File: config.mk
export PLATFORM = sky130hd
export DESIGN_NAME = uart_tx_scheduler
export DESIGN_NICKNAME = d
export VERILOG_FILES = /design/src/rtl/uart_sched_pkg.sv /design/src/rtl/byte_fifo.sv /design/src/rtl/uart_tx_scheduler.sv
export SDC_FILE = /design/constraint.sdc
export NUM_CORES = 1
export LEC_CHECK = 0
export BUFFER_PORTS_ARGS = -buffer_cell sky130_fd_sc_hd__clkbuf_2
export CORE_ASPECT_RATIO = 0.6
export CORE_MARGIN = 3
export CORE_UTILIZATION = 64
export CTS_CLUSTER_SIZE = 25
export DETAILED_ROUTE_END_ITERATION = 7
export HOLD_SLACK_MARGIN = 0.1
export PLACE_DENSITY_LB_ADDON = 0.12
export SLEW_MARGIN = 20
export SYNTH_ARGS = -nofsm -noshare
export SYNTH_HDL_FRONTEND = slang
export SYNTH_SLANG_ARGS = --single-unit
File: constraint.sdc
create_clock -name clk -period 6.95 [get_ports clk]
set_input_delay 0 -clock clk [delete_from_list [all_inputs] [get_ports clk]]
set_output_delay 0 -clock clk [all_outputs]
set_load 0.05 [all_outputs]
File: src/rtl/uart_sched_pkg.sv
// Shared state encoding and default sizing for the UART transmit scheduler.
package uart_sched_pkg;

   typedef enum logic [1:0] {
      IDLE      = 2'd0,
      WAIT_BUSY = 2'd1,
      WAIT_DONE = 2'd2
   } sched_state_e;

   localparam int DEF_DEPTH        = 8;
   localparam int DEF_BUSY_TIMEOUT = 16;

endpackage

File: src/rtl/byte_fifo.sv
// DEPTH x 8 synchronous FIFO with registered occupancy flags and a combinational head read.
module byte_fifo
   import uart_sched_pkg::*;
#(
   parameter int DEPTH = DEF_DEPTH
) (
   input  logic                       clk,
   input  logic                       reset,
   input  logic                       push,
   input  logic                       pop,
   input  logic                       flush,
   input  logic [7:0]                 push_data,
   output logic [7:0]                 head_data,
   output logic [$clog2(DEPTH):0]     count,
   output logic                       full,
   output logic                       empty
);

   localparam int AW = $clog2(DEPTH);
   localparam int CW = AW + 1;

   logic [7:0]    mem [DEPTH];
   logic [AW-1:0] wptr, rptr;
   logic [CW-1:0] cnt_nxt;
   logic          wr_ok, rd_ok;

   // A push into a full FIFO is dropped even if a pop frees a slot this cycle.
   assign wr_ok   = push && !full && !flush;
   assign rd_ok   = pop && !empty;
   assign cnt_nxt = count + CW'(wr_ok) - CW'(rd_ok);
   assign head_data = mem[rptr];

   always_ff @(posedge clk or negedge reset) begin
      if (!reset) begin
         wptr  <= '0;
         rptr  <= '0;
         count <= '0;
         full  <= 1'b0;
         empty <= 1'b1;
      end else if (flush) begin
         wptr  <= '0;
         rptr  <= '0;
         count <= '0;
         full  <= 1'b0;
         empty <= 1'b1;
      end else begin
         if (wr_ok) wptr <= wptr + AW'(1);
         if (rd_ok) rptr <= rptr + AW'(1);
         count <= cnt_nxt;
         full  <= (cnt_nxt == CW'(DEPTH));
         empty <= (cnt_nxt == '0);
      end
   end

   always_ff @(posedge clk) begin
      if (wr_ok) mem[wptr] <= push_data;
   end

endmodule

File: src/rtl/uart_tx_scheduler.sv
// Queues CPU bytes and launches them one at a time into the UART transmitter,
// tracking tx_status through busy and back to idle.
module uart_tx_scheduler
   import uart_sched_pkg::*;
#(
   parameter int DEPTH        = DEF_DEPTH,
   parameter int BUSY_TIMEOUT = DEF_BUSY_TIMEOUT
) (
   input  logic                   clk,
   input  logic                   reset,
   input  logic                   enable,
   input  logic                   flush,
   input  logic                   push,
   input  logic [7:0]             push_data,
   output logic                   full,
   output logic                   empty,
   output logic [$clog2(DEPTH):0] count,
   output logic [7:0]             tx_data,
   output logic                   tx_en,
   input  logic                   tx_status,
   output logic                   done,
   output logic                   overflow,
   output logic                   timeout_err,
   input  logic                   clr_err
);

   localparam int TW = $clog2(BUSY_TIMEOUT + 1);

   sched_state_e  state;
   logic [TW-1:0] to_cnt;
   logic [7:0]    head_data;
   logic          launch, ovf_evt, to_evt;

   assign launch  = (state == IDLE) && enable && !empty && tx_status;
   assign ovf_evt = push && full && !flush;
   assign to_evt  = (state == WAIT_BUSY) && tx_status && (to_cnt == TW'(BUSY_TIMEOUT - 1));

   byte_fifo #(.DEPTH(DEPTH)) u_fifo (
      .clk       (clk),
      .reset     (reset),
      .push      (push),
      .pop       (launch),
      .flush     (flush),
      .push_data (push_data),
      .head_data (head_data),
      .count     (count),
      .full      (full),
      .empty     (empty)
   );

   always_ff @(posedge clk or negedge reset) begin
      if (!reset) begin
         state   <= IDLE;
         to_cnt  <= '0;
         tx_data <= 8'h00;
         tx_en   <= 1'b0;
         done    <= 1'b0;
      end else begin
         tx_en <= 1'b0;
         done  <= 1'b0;
         case (state)
            IDLE: begin
               if (launch) begin
                  tx_data <= head_data;
                  tx_en   <= 1'b1;
                  to_cnt  <= '0;
                  state   <= WAIT_BUSY;
               end
            end
            WAIT_BUSY: begin
               to_cnt <= to_cnt + TW'(1);
               if (!tx_status) begin
                  state <= WAIT_DONE;
               end else if (to_evt) begin
                  // Transmitter never went busy: count the byte as sent.
                  done  <= 1'b1;
                  state <= IDLE;
               end
            end
            WAIT_DONE: begin
               if (tx_status) begin
                  done  <= 1'b1;
                  state <= IDLE;
               end
            end
            default: state <= IDLE;
         endcase
      end
   end

   // Sticky flags: a new event in the same cycle as clr_err keeps the flag set.
   always_ff @(posedge clk or negedge reset) begin
      if (!reset) begin
         overflow    <= 1'b0;
         timeout_err <= 1'b0;
      end else begin
         if (ovf_evt)      overflow <= 1'b1;
         else if (clr_err) overflow <= 1'b0;
         if (to_evt)       timeout_err <= 1'b1;
         else if (clr_err) timeout_err <= 1'b0;
      end
   end

endmodule

======== Word-level counts from Yosys, hierarchy flattened ========
Memories as Yosys holds them, arrays and structs flattened. A register that Yosys moved wholly into a read port is not among the register bits.
Index checks and enable logic that the tools add are counted.
operators by class
  add/sub/neg operators ................... 5
  equality and inequality tests ........... 7
  muxes and demuxes ....................... 25
  reductions and logical operators ........ 24
operators with widths
  kind                                                   count
  2-to-1 mux 1 bit                                       12
  2-to-1 mux 3 bit                                       4
  logical AND 1 bit                                      10
  case mux 5 bit (2 select lines)                        1
  nonzero test 2 bit                                     5
  2-to-1 mux 2 bit                                       4
  adder 3 x 1 -> 3 bit, second input constant            2
  case mux 2 bit (3 select lines)                        1
  adder 5 x 1 -> 5 bit, second input constant            1
  == test 5 x 4 -> 1 bit, second input constant          1
  2-to-1 mux 5 bit                                       1
  adder 4 x 1 -> 4 bit                                   1
  == test 4 bit, second input constant                   1
  zero test 1 bit                                        4
  zero test 4 bit                                        1
  2-to-1 mux 4 bit                                       1
  AND reduction 2 bit                                    2
  subtractor 4 x 1 -> 4 bit                              1
  inequality test 3 bit, second input constant           1
  AND reduction 3 bit                                    1
  == test 2 x 1 -> 1 bit, second input constant          1
  == test 2 bit, second input constant                   1
  zero test 2 bit                                        1
  inequality test 2 x 1 -> 1 bit, second input constant  1
  2 further kinds                                        2
storage, ports and cells
  flip-flop bits (word level) ............. 23
  memory bits (writable) .................. 64
  bits of input ports ..................... 15
  output and inout bits ................... 18
  logic and storage cells ................. 73
  memories ................................ 1
memory list
  memory      words  bits a word  read ports  clocked after Yosys merged registers in  wr ports  line             source
  u_fifo.mem  8      8            1           1                                        1         byte_fifo.sv:22  logic [7:0] mem [DEPTH];

======== Longest topological paths before layout ========
Gate-level depths: netlist of the first run.
  depth in word-level cells ............... 8
  mapped depth ............................ 11

======== By module ========
From an unflattened synthesis of the first run, not the netlist that was laid out.
second synthesis, totals
  cells, all modules ...................... 257
  area total of the unflattened synthesis .. 4,078.9 µm²
modules (own cells, without submodules)
  module             instances  cells each  area an instance (µm²)
  byte_fifo          1          166         3,173.0
  uart_tx_scheduler  1          91          905.9

======== Worst setup path before layout of the first run ========
OpenSTA, ideal clock, no wires.
  path type ............................... register to register
  start point ............................. reg u_fifo.empty
  end point ............................... reg u_fifo.full
  arrival time ............................ 2.349 ns
  required time ........................... 6.849 ns
  slack ................................... 4.500 ns
  cell stages (with the launch flop) ...... 10
  path buffers ............................ 0
  period minus slack after synthesis ...... 2.450 ns
  cell sequence ........................... dfstp_2 -> nand4b_1 -> inv_1 -> ha_1 -> inv_1 -> ha_1 -> fa_1 -> xnor2_1 -> nand2_1 -> nor4_1
between the ends
  word-level cells in the longest chain between the ends .. 7
ends and longest elaborated chain
  element                         line                                      source
  start, declared                 byte_fifo.sv:16                           output logic empty
  start signal, assigned          byte_fifo.sv:51                           empty <= (cnt_nxt == '0);
  zero test 1 bit *               byte_fifo.sv:29, uart_tx_scheduler.sv:34
  logical AND 1 bit (2 in a row)  uart_tx_scheduler.sv:34                   assign launch = (state == IDLE) && enable && !empty && tx_status;
  logical AND 1 bit *             byte_fifo.sv:29                           assign rd_ok = pop && !empty;
  subtractor 4 x 1 -> 4 bit *     byte_fifo.sv:30                           assign cnt_nxt = count + CW'(wr_ok) - CW'(rd_ok);
  == test 4 bit *                 byte_fifo.sv:50                           full <= (cnt_nxt == CW'(DEPTH));
  2-to-1 mux 1 bit *              byte_fifo.sv:40                           end else if (flush) begin
  end signal, assigned            byte_fifo.sv:50
  end, declared                   byte_fifo.sv:15                           output logic full,
Every way passes the cells marked *; elsewhere a longest branch is shown, timed or not.
A chain may end at the register's enable or synchronous reset.

======== Worst setup path in the final report of the first run ========
  start point ............................. reg state[1]
  end point ............................... reg u_fifo.full
between the ends
  word-level cells in the longest chain between the ends .. 8
ends and longest elaborated chain
  element                         line                     source
  start, declared                 uart_tx_scheduler.sv:29  sched_state_e state;
  start signal, assigned          uart_tx_scheduler.sv:53  state <= IDLE;
  start signal, assigned          uart_tx_scheduler.sv:67  state <= WAIT_BUSY;
  start signal, assigned          uart_tx_scheduler.sv:73  state <= WAIT_DONE;
  zero test 2 bit                 uart_tx_scheduler.sv:34
  logical AND 1 bit (3 in a row)  uart_tx_scheduler.sv:34
  logical AND 1 bit               byte_fifo.sv:29
  subtractor 4 x 1 -> 4 bit       byte_fifo.sv:30
  == test 4 bit                   byte_fifo.sv:50
  2-to-1 mux 1 bit                byte_fifo.sv:40
Every way passes these cells.

==> results.md, run 1 <==
- Area fraction in and, or, nand and nor cells after synthesis: 7.13%
- # placed instances: 381
- Hold Path Class: input pin to register
- I/O pin cnt: 33
- Share of the synthesized area in the top cell type: 47.4%
- Sequential share of the synthesized area: 66.5%
- DIE HEIGHT: 67.7 microns
- Share of power burned in the clock network: 23.5%
- Average via count per standard cell: 5.81
- Share of cell area taken by muxes after synthesis: 9.19%
- Overall die width: 109 microns
- Final #Nets: 354
- Complex-gate fraction of the synthesized area: 8.39%
- Commonest non-fill, non-tap cell in the layout: edfxtp_1
- Fill cell total of the finished layout: 347
- Lkg Pwr: 1.80 nW
- Clock Skew: 0.00913 ns
- Cell-internal power: 1.00 mW
- Post-route DRC: 0
- Number of max-cap violations: 0
- Pin slew with the least headroom to its limit: 0.925 ns
- Sequential cell area: 2700 sq um
- Most instantiated flip-flop cell in the synthesis netlist: edfxtp_1
- Overall fraction of global-route tracks in use: 24.3%
- Layout cell share with drive strength beyond 1: 22.1%
- Routed Antenna Nets: 0
- Worst-case clock buffer depth: 2
- Area contributors post-synth: edfxtp_1 (47%), dfrtp_1 (19%), mux2_2 (4.7%)
- Switching fraction of total power: 35.5%
- 1st-iter DRT viols: 211
- Clock latency at the later pin of the worst-skew pair: 0.36 ns
- CTS sink cnt: 95
- Area growth, synth to finish: 13.4%
- Net Count, Synth: 303
- XOR/XNOR share of the synthesized area: 1.08%
- Netlist Area Pre-Place: 4060 sq um
- Post-CTS sizing: 0
- Asr flop ratio synth: 32.6%
- Number of instances in the synthesized netlist: 275
- Setup Total Neg Slack: 0 ns
- GRT overflow: 0
- Library cells used by synthesis: 41
- Clock tree from TritonCTS: built
- Depth of the CTS H-tree: 3
- Register bit count reported by yosys: 95
- Dpl hpwl: 5410 microns
- Largest area contributor in the synthesized netlist: edfxtp_1
- Most frequent cells in the layout: edfxtp_1 (64), clkbuf_2 (32), dfrtp_1 (30)
- Critical Path Start Type: register
- Area of the die: 7360 sq um
- DR WL/cell: 19.2 microns
- Non-Filler Instances: 411
- Number of antenna violations at the first check in global routing: 0
- Achievable clock frequency: 275 MHz
- Power Dens Cells: 338 nW/um^2
- Required time of the critical path: 7.22 ns
- Largest net degree at the start of global routing: 32
- Mean area per synthesized cell: 14.8 sq um
- Worst Path Class, Setup: register to register
- Multi-input logic area: 1220 sq um
- Effective utilization at floorplan: 69.5%
- Min Clock Period, post-route: 3.63 ns
- Port-buffer cells: 32
- Number of warnings reported in the yosys synthesis log: 0
- Clock-pin slew reported for the worst setup and hold paths after clock tree synthesis: 0.09 ns
- Clock Root Buffer: clkbuf_8
- Number of synthesized flops with an enable pin: 64
- Number of detailed-routing iterations run before antenna repair: 5
- Area inside the core boundary: 5830 sq um
- Result of the run: complete, no violations
- Setup-violating endpoint count in the final report: 0
- Final hold vios: 0
- Switching power of the nets: 0.552 mW
- Post-synthesis share of cell area spent on full adders, half adders and majority gates: 4.19%
- Share of power burned in combinational logic: 29.9%
- Critical Path End Type: register
- Max IR drop VDD: 189 uV
- Overall via count from detail_route: 2388
- Share of the clock period used by the worst path: 52.2%
- Final Max Slew Viols: 0
- Wire length of the first global-routing pass: 12500 microns
- Clock buffer count from CTS: 9
- Floorplan row count: 21
- Unrepaired setup endpoints after global routing: false
- Count of antenna diodes in the layout: 0
- Largest fanout on the critical path: 21
- Global placer's final weighted congestion: 0.793
- Combinational family with the most area after synthesis: multiplexers
- DRT Wirelength: 7870 microns
- Share of total power in sequential cells: 46.6%
- Arrival time of the worst setup path: 3.90 ns
- Via count of the first global-routing pass: 2362
- Remaining max-slew budget at the tightest pin: 38.0%
[what timing repair did]
action                                  in CTS  in global routing
endpoints found under the setup margin       0                  0
hold endpoints to repair                   110                  0
hold buffers                                14                  0
setup buffers                                0                  0
[Yosys cell counts (4+ instances only)]
cell,count
a21oi_1,6
a22o_1,12
dfrtp_1,30
edfxtp_1,64
ha_1,12
inv_1,16
mux2_2,17
mux2i_1,17
nand2_1,16
nand2b_1,5
nor2_1,17
nor2b_1,5
o22ai_1,9
o31ai_1,4
o31ai_2,5
[metal layers]
| metal | up-vias | GRT usage [%] | part of all wire, % |
|---|---|---|---|
| met5 | - | 0 | 0 |
| met4 | 0 | 8.82 | 1.2 |
| met3 | 11 | 6.59 | 9.5 |
| met2 | 107 | 36.7 | 45 |
| met1 | 1152 | 34.6 | 44 |
| li1 | 1118 | - | - |
[layout make-up]
cell class	instances	area share [%]
timing repair buffer	49	7.02
sequential	95	58.7
clock inverter	7	1.71
tap	80	2.18
inverter	16	1.31
clock buffer	9	2.69
multi-input combinational	155	26.4
[flip-flops by register name (all words and copies together) (netlist names), 2 cells and up]
signal        cells
state             2
u_fifo.rptr       3
tx_data           8
u_fifo.wptr       3
to_cnt            5
u_fifo.count      4
u_fifo.mem       64
[kinds of logic (layout without fill, tap and decap cells)]
group                      after synthesis  in the layout
xor gates and xnor gates                 5              5
AOI/OAI and AO/OA                       43             43
buffers and inverters                   25             81
adders and majority gates               13             13
muxes                                   35             35
and+or+nand+nor                         59             59
DFF                                     95             95
[power groups by stage]
stage          clock network [mW]  logic [mW]  registers, mW
3_3_place_gp                    0       0.436          0.732
5_1_grt                     0.395       0.505          0.732
6_report                    0.366       0.465          0.724
4_1_cts                     0.370       0.464          0.724
3_5_place_dp                    0       0.453          0.736
2_1_floorplan                   0       0.230          0.846
[critical path, stage by stage, from the launching register on]
cell      delay, ns
dfrtp_1        0.39
inv_1          0.12
ha_1           0.25
nand4b_1       0.75
inv_1          0.52
ha_1           0.30
inv_1          0.06
ha_1           0.21
fa_1           0.46
nor2_1         0.13
nand2_1        0.09
nor4_1         0.26
[worst paths after layout]
kind	start	to	slack [ns]	depth (start not counted)
max in group asynchronous	reset	tx_data[7]	6.23	2
max reg2reg	state[1]	u_fifo.full	3.32	11
max	state[1]	u_fifo.full	3.32	11
min in group asynchronous	reset	done	0.24	2
min reg2reg	tx_data[4]	tx_data[4]	0.52	2
min	enable	state[1]	0.21	4
[metrics by stage]
| step | total power [mW] | cell area, sq um | util [%] | hold slack (ns) | setup WS (ns) |
|---|---|---|---|---|---|
| 2_1_floorplan | 1.08 | 4060 | - | -0.296 | 4.50 |
| 3_3_place_gp | 1.17 | 4260 | 73.0 | 0.115 | 3.59 |
| 3_5_place_dp | 1.19 | 4260 | 73.0 | 0.105 | 3.41 |
| 4_1_cts | 1.56 | 4600 | 78.9 | 0.190 | 3.34 |
| 5_1_grt | 1.63 | 4600 | 78.9 | 0.225 | 3.06 |
| 6_report | 1.56 | 4600 | 78.9 | 0.208 | 3.32 |
No activity file was read; power rests on OpenSTA's default activity.
==> inputs of run 2 (changes only) <==
CORE_UTILIZATION = 59   (was 64)
clock period = 3.4 ns   (was 6.95 ns; I/O delays follow)
==> run 2 against run 1 <==
Clock skew up 0.00056 ns. Final cell count increased by 0.97%. Clock power rose to 2.5 times the previous value. Critical endpoint is now u_fifo.empty. Largest cell class unchanged. Largest power group unchanged. Critical path type unchanged.
==> results.md, run 2 (synthesis results as in run 1) <==
- Multi-input logic area: 1220 sq um
- I/O pin cnt: 33
- GRT overflow: 0
- Average via count per standard cell: 5.72
- Critical Path Start Type: register
- Clock latency at the later pin of the worst-skew pair: 0.34 ns
- Layout cell share with drive strength beyond 1: 21.5%
- Area growth, synth to finish: 15.2%
- Number of setup buffers added after CTS: 0
- Post-route DRC: 0
- Min Clock Period, post-route: 2.65 ns
- Biggest register: u_fifo.mem
- DR WL/cell: 18.8 microns
- Flip-flop count of the largest register, all copies and words added: 64
- Most frequent cells in the layout: edfxtp_1 (64), clkbuf_2 (32), dfrtp_1 (30)
- DRT Wirelength: 7810 microns
- Floorplan row count: 22
- Clock-pin slew reported for the worst setup and hold paths after clock tree synthesis: 0.06 ns
- Overall via count from detail_route: 2372
- Share of the clock period used by the worst path: 78.0%
- Area inside the core boundary: 6390 sq um
- 1st-iter DRT viols: 206
- Placement-stage cell area: 4270 sq um
- Worst Path Class, Setup: register to register
- Dpl hpwl: 5040 microns
- Largest net degree at the start of global routing: 35
- Crit path launch: state[0]
- Clock Skew: 0.00969 ns
- Worst-path cell with the longest stage delay: fa_1
- Depth of the CTS H-tree: 3
- Sequential cell area: 2700 sq um
- Overall die width: 113 microns
- Number of max-cap violations: 0
- Area of the die: 7940 sq um
- CTS sink cnt: 95
- Required time of the critical path: 3.64 ns
- Fin area: 4670 sq um
- Origin of the critical flop-to-flop path: state[0]
- Setup-violating endpoint count in the final report: 0
- Delay contributed by the slowest stage of the critical path: 0.39 ns
- Routed Antenna Nets: 0
- Number of cells on the critical path: 11
- Port-buffer cells: 32
- Arrival time of the worst setup path: 2.90 ns
- Lkg Pwr: 1.83 nW
- Fill cell total of the finished layout: 423
- Crit-path cells: inv_1 > ha_1 > nand4b_1 > inv_1 > ha_1 > inv_1 > ha_1 > fa_1 > xnor2_1 > nand2_1 > o31ai_1
- Final #Nets: 354
- Depth of the worst register-to-register path: 11
- Critical Path End: u_fifo.empty
- Reg-to-reg endpoint: u_fifo.empty
- Remaining max-slew budget at the tightest pin: 35.6%
- Result of the run: complete, no violations
- DIE HEIGHT: 70.2 microns
- Achievable clock frequency: 377 MHz
- Top cell family by delay on the critical path: adder cells
- Largest fanout on the critical path: 6
- Largest regs: u_fifo.mem: 64 flops, tx_data: 8 flops, to_cnt: 5 flops
- Number of detailed-routing iterations run before antenna repair: 4
- Via count of the first global-routing pass: 2323
- Max IR drop VDD: 444 uV
- Commonest non-fill, non-tap cell in the layout: edfxtp_1
- Hold Path Class: input pin to register
- Count of antenna diodes in the layout: 0
- Worst-case clock buffer depth: 2
- Wire length of the first global-routing pass: 12500 microns
- Flop-to-flop setup slack: 0.75 ns
- Final hold vios: 0
- Unrepaired setup endpoints after global routing: false
- Setup Total Neg Slack: 0 ns
- Critical Path End Type: register
- Effective utilization at floorplan: 63.5%
- Global placer's final weighted congestion: 0.746
- Clock tree from TritonCTS: built
- Overall fraction of global-route tracks in use: 21.4%
- Power Dens Cells: 714 nW/um^2
- Clock Root Buffer: clkbuf_16
- Final Max Slew Viols: 0
- Number of antenna violations at the first check in global routing: 0
- Hold Path Cell Cnt: 5
- Pin slew with the least headroom to its limit: 0.962 ns
- Clock buffer count from CTS: 9
- Worst Path Buf+Inv: 3
-- run 2: metal layers --
layer / vias up / share of wire (%) / wire length [microns] / GRT usage, %
met2: 77 / 44 / 3450 / 30.1
met5: - / 0 / 0 / 0
li1: 1127 / - / - / -
met4: 0 / 1.2 / 97 / 6.67
met1: 1160 / 45 / 3550 / 31.8
met3: 8 / 9.1 / 712 / 6.93
-- run 2: final cells by class --
| class | instances | area share [%] |
|---|---|---|
| Clock buffer | 15 | 5.73 |
| Clock inverter | 1 | 0.107 |
| Timing Repair Buffer | 49 | 6.85 |
| Inverter | 16 | 1.29 |
| Multi-Input combinational cell | 155 | 26.0 |
| Tap cell | 84 | 2.25 |
| Sequential cell | 95 | 57.8 |
-- run 2: worst reg2reg max path: stages, from the launching register on --
cell      delay [ns]
dfrtp_1         0.38
inv_1           0.10
ha_1            0.25
nand4b_1        0.12
inv_1           0.13
ha_1            0.30
inv_1           0.04
ha_1            0.22
fa_1            0.39
xnor2_1         0.24
nand2_1         0.10
o31ai_1         0.29
-- run 2: repair_timing --
item                                   4_1_cts  5_1_grt
endpoints found under the hold margin      110        0
resized for setup                            0        0
hold buffers                                13        0
-- run 2: how the worst min path moves through the flow --
stage                      start               to  slack, ns
final                     enable   u_fifo.rptr[1]       0.18
after global routing      enable         state[0]       0.23
after CTS                 enable         state[1]       0.17
after detailed placement   reset  u_fifo.count[2]       0.13
after global placement     reset  u_fifo.count[2]       0.13
after floorplan            reset             done      -0.30
-- run 2: through the flow --
step	hold WS (ns)	util (%)	instances	total power, mW	worst slack [ns]
floorplan	-0.296	-	275	2.20	0.950
global placement	0.129	66.9	386	2.39	0.900
detailed placement	0.134	66.9	386	2.42	0.801
CTS	0.169	73.2	415	3.35	0.761
global route	0.234	73.2	415	3.50	0.479
finish	0.176	73.2	415	3.34	0.747
-- run 2: where the power goes --
group	leakage, nW	switching [mW]	internal (mW)
clock network	0.134	0.382	0.535
registers	0.984	0.0941	1.38
logic	0.715	0.625	0.321
==> inputs of run 3 (changes only) <==
CORE_UTILIZATION = 53   (was 59)
clock period = 2.42 ns   (was 3.4 ns; I/O delays follow)
==> run 3 against run 2 <==
Fmax increased by 14%. Flip-flop and latch count unchanged. Sequential power increased by 40%. Worst setup slack got worse by 0.65 ns. Worst hold slack improved by 0.055 ns. Total power increased by 51%. Utilization decreased by 6.2 points. Final cell count increased by 8.4%. Design area increased by 5.5%. Clock-buffer cell count decreased by 2. Largest cell class unchanged. Highest routed layer unchanged.
==> results.md, run 3 (synthesis results as in run 1) <==
- Crit-path cells: inv_2 > ha_4 > nand4b_1 > inv_2 > ha_4 > inv_2 > ha_4 > fa_2 > nor2_1 > nand2_1 > o31ai_2
- Number of max-cap violations: 0
- Critical Path Start Type: register
- Power Dens Cells: 1020 nW/um^2
- Final #Nets: 369
- Flip-flop count of the largest register, all copies and words added: 64
- Lkg Pwr: 1.94 nW
- Commonest non-fill, non-tap cell in the layout: edfxtp_1
- Area of the die: 8770 sq um
- Number of antenna violations at the first check in global routing: 0
- Largest regs: u_fifo.mem: 64 flops, tx_data: 8 flops, to_cnt: 5 flops
- DIE HEIGHT: 73.8 microns
- Wire length of the first global-routing pass: 12300 microns
- Result of the run: complete, no violations
- Dpl hpwl: 5100 microns
- DR WL/cell: 17.6 microns
- Effective utilization at floorplan: 55.1%
- Floorplan row count: 24
- Pin slew with the least headroom to its limit: 0.844 ns
- Arrival time of the worst setup path: 2.57 ns
- Achievable clock frequency: 431 MHz
- Via count of the first global-routing pass: 2224
- Clock tree from TritonCTS: built
- Overall die width: 119 microns
- Worst Path Class, Setup: register to register
- Final hold vios: 0
- Routed Antenna Nets: 0
- Sum of internal, switching and leakage power: 5.05 mW
- DRT Wirelength: 7930 microns
- Setup-violating endpoint count in the final report: 0
- Layout cell share with drive strength beyond 1: 28.6%
- Top cell family by delay on the critical path: adder cells
- Post-route DRC: 0
- GRT overflow: 0
- Max IR drop VDD: 449 uV
- Placement-stage cell area: 4370 sq um
- Min Clock Period, post-route: 2.32 ns
- 1st-iter DRT viols: 208
- Number of cells on the critical path: 11
- Port-buffer cells: 32
- Largest fanout on the critical path: 4
- Average via count per standard cell: 5.35
- Required time of the critical path: 2.66 ns
- Hold Path Class: input pin to register
- Fin area: 4930 sq um
- Worst-case clock buffer depth: 2
- Clock buffer count from CTS: 9
- Delay contributed by the slowest stage of the critical path: 0.44 ns
- Number of detailed-routing iterations run before antenna repair: 4
- Clock latency at the later pin of the worst-skew pair: 0.34 ns
- Depth of the CTS H-tree: 3
- Most frequent cells in the layout: edfxtp_1 (64), clkbuf_2 (32), dfrtp_1 (30), buf_4 (18)
- Depth of the worst register-to-register path: 11
- Worst-path cell with the longest stage delay: fa_2
- Largest net degree at the start of global routing: 34
- Worst Path Buf+Inv: 3
- Count of antenna diodes in the layout: 0
- Overall via count from detail_route: 2407
- Hold Path Cell Cnt: 4
- Biggest register: u_fifo.mem
- Remaining max-slew budget at the tightest pin: 43.7%
- Critical Path End Type: register
- CTS sink cnt: 95
- Clock Skew: 0.00400 ns
- Worst hold-check slack: 0.231 ns
- Area growth, synth to finish: 21.6%
- Clock-pin slew reported for the worst setup and hold paths after clock tree synthesis: 0.06 ns
- Share of the clock period used by the worst path: 96.0%
- Overall fraction of global-route tracks in use: 19.6%
- Final Max Slew Viols: 0
- I/O pin cnt: 33
- Global placer's final weighted congestion: 0.766
- Clock Root Buffer: clkbuf_16
- Area inside the core boundary: 7360 sq um
==> run 3: where the power goes <==
group	total (mW)	internal, mW	switching [mW]
sequential	2.06	1.94	0.123
clock	1.52	0.949	0.573
combinational	1.46	0.540	0.925
total	5.05	3.42	1.62
==> run 3: area by class of cell <==
cell class	count	area (sq um)
clock buffer	13	292
clock inverter	3	46.3
fill	541	2430
inverter	16	60.1
multi-input combinational	155	1270
sequential	95	2700
tap	104	130
timing repair buffer	64	435
==> run 3: timing repair <==
item                                   4_1_cts  5_1_grt
buffers inserted                             0        4
resized for setup                            3        8
endpoints found under the hold margin      110        0
hold buffers                                14        0
pin swaps                                    1        5
setup endpoints to repair                    2        2
==> run 3: through the flow <==
stage / setup TNS [ns] / util [%] / setup slack (ns) / cells
after floorplan: 0 / - / 0.0127 / 275
after global placement: 0 / 59.4 / 0.0201 / 416
after detailed placement: -0.0720 / 59.4 / -0.0720 / 416
after CTS: 0 / 66.1 / 0.00339 / 446
after global routing: -0.0376 / 67.0 / -0.0376 / 450
final: 0 / 67.0 / 0.0975 / 450
==> run 3: path summary, 6_finish.rpt <==
kind / start / endpoint / slack, ns
max: state[1] / u_fifo.empty / 0.1
min: enable / state[0] / 0.23
max reg2reg: state[1] / u_fifo.empty / 0.1
min reg2reg: tx_data[1] / tx_data[1] / 0.49
max in group asynchronous: reset / u_fifo.full / 1.59
min in group asynchronous: reset / to_cnt[2] / 0.29
==> run 3: worst reg2reg max path: stages, from the launching register on <==
cell,delay [ns]
dfrtp_1,0.39
inv_2,0.10
ha_4,0.14
nand4b_1,0.12
inv_2,0.11
ha_4,0.20
inv_2,0.06
ha_4,0.14
fa_2,0.44
nor2_1,0.12
nand2_1,0.11
o31ai_2,0.29
==> run 3: layer usage <==
layer  vias up  part of all wire (%)  track usage (%)  wire length [microns]
met5         -                     0                0                      0
met4         0                  0.98             5.39                     78
met3         7                   7.5             6.00                    592
met2        78                    43             28.3                   3410
met1      1168                    49             29.0                   3850
li1       1154                     -                -                      -
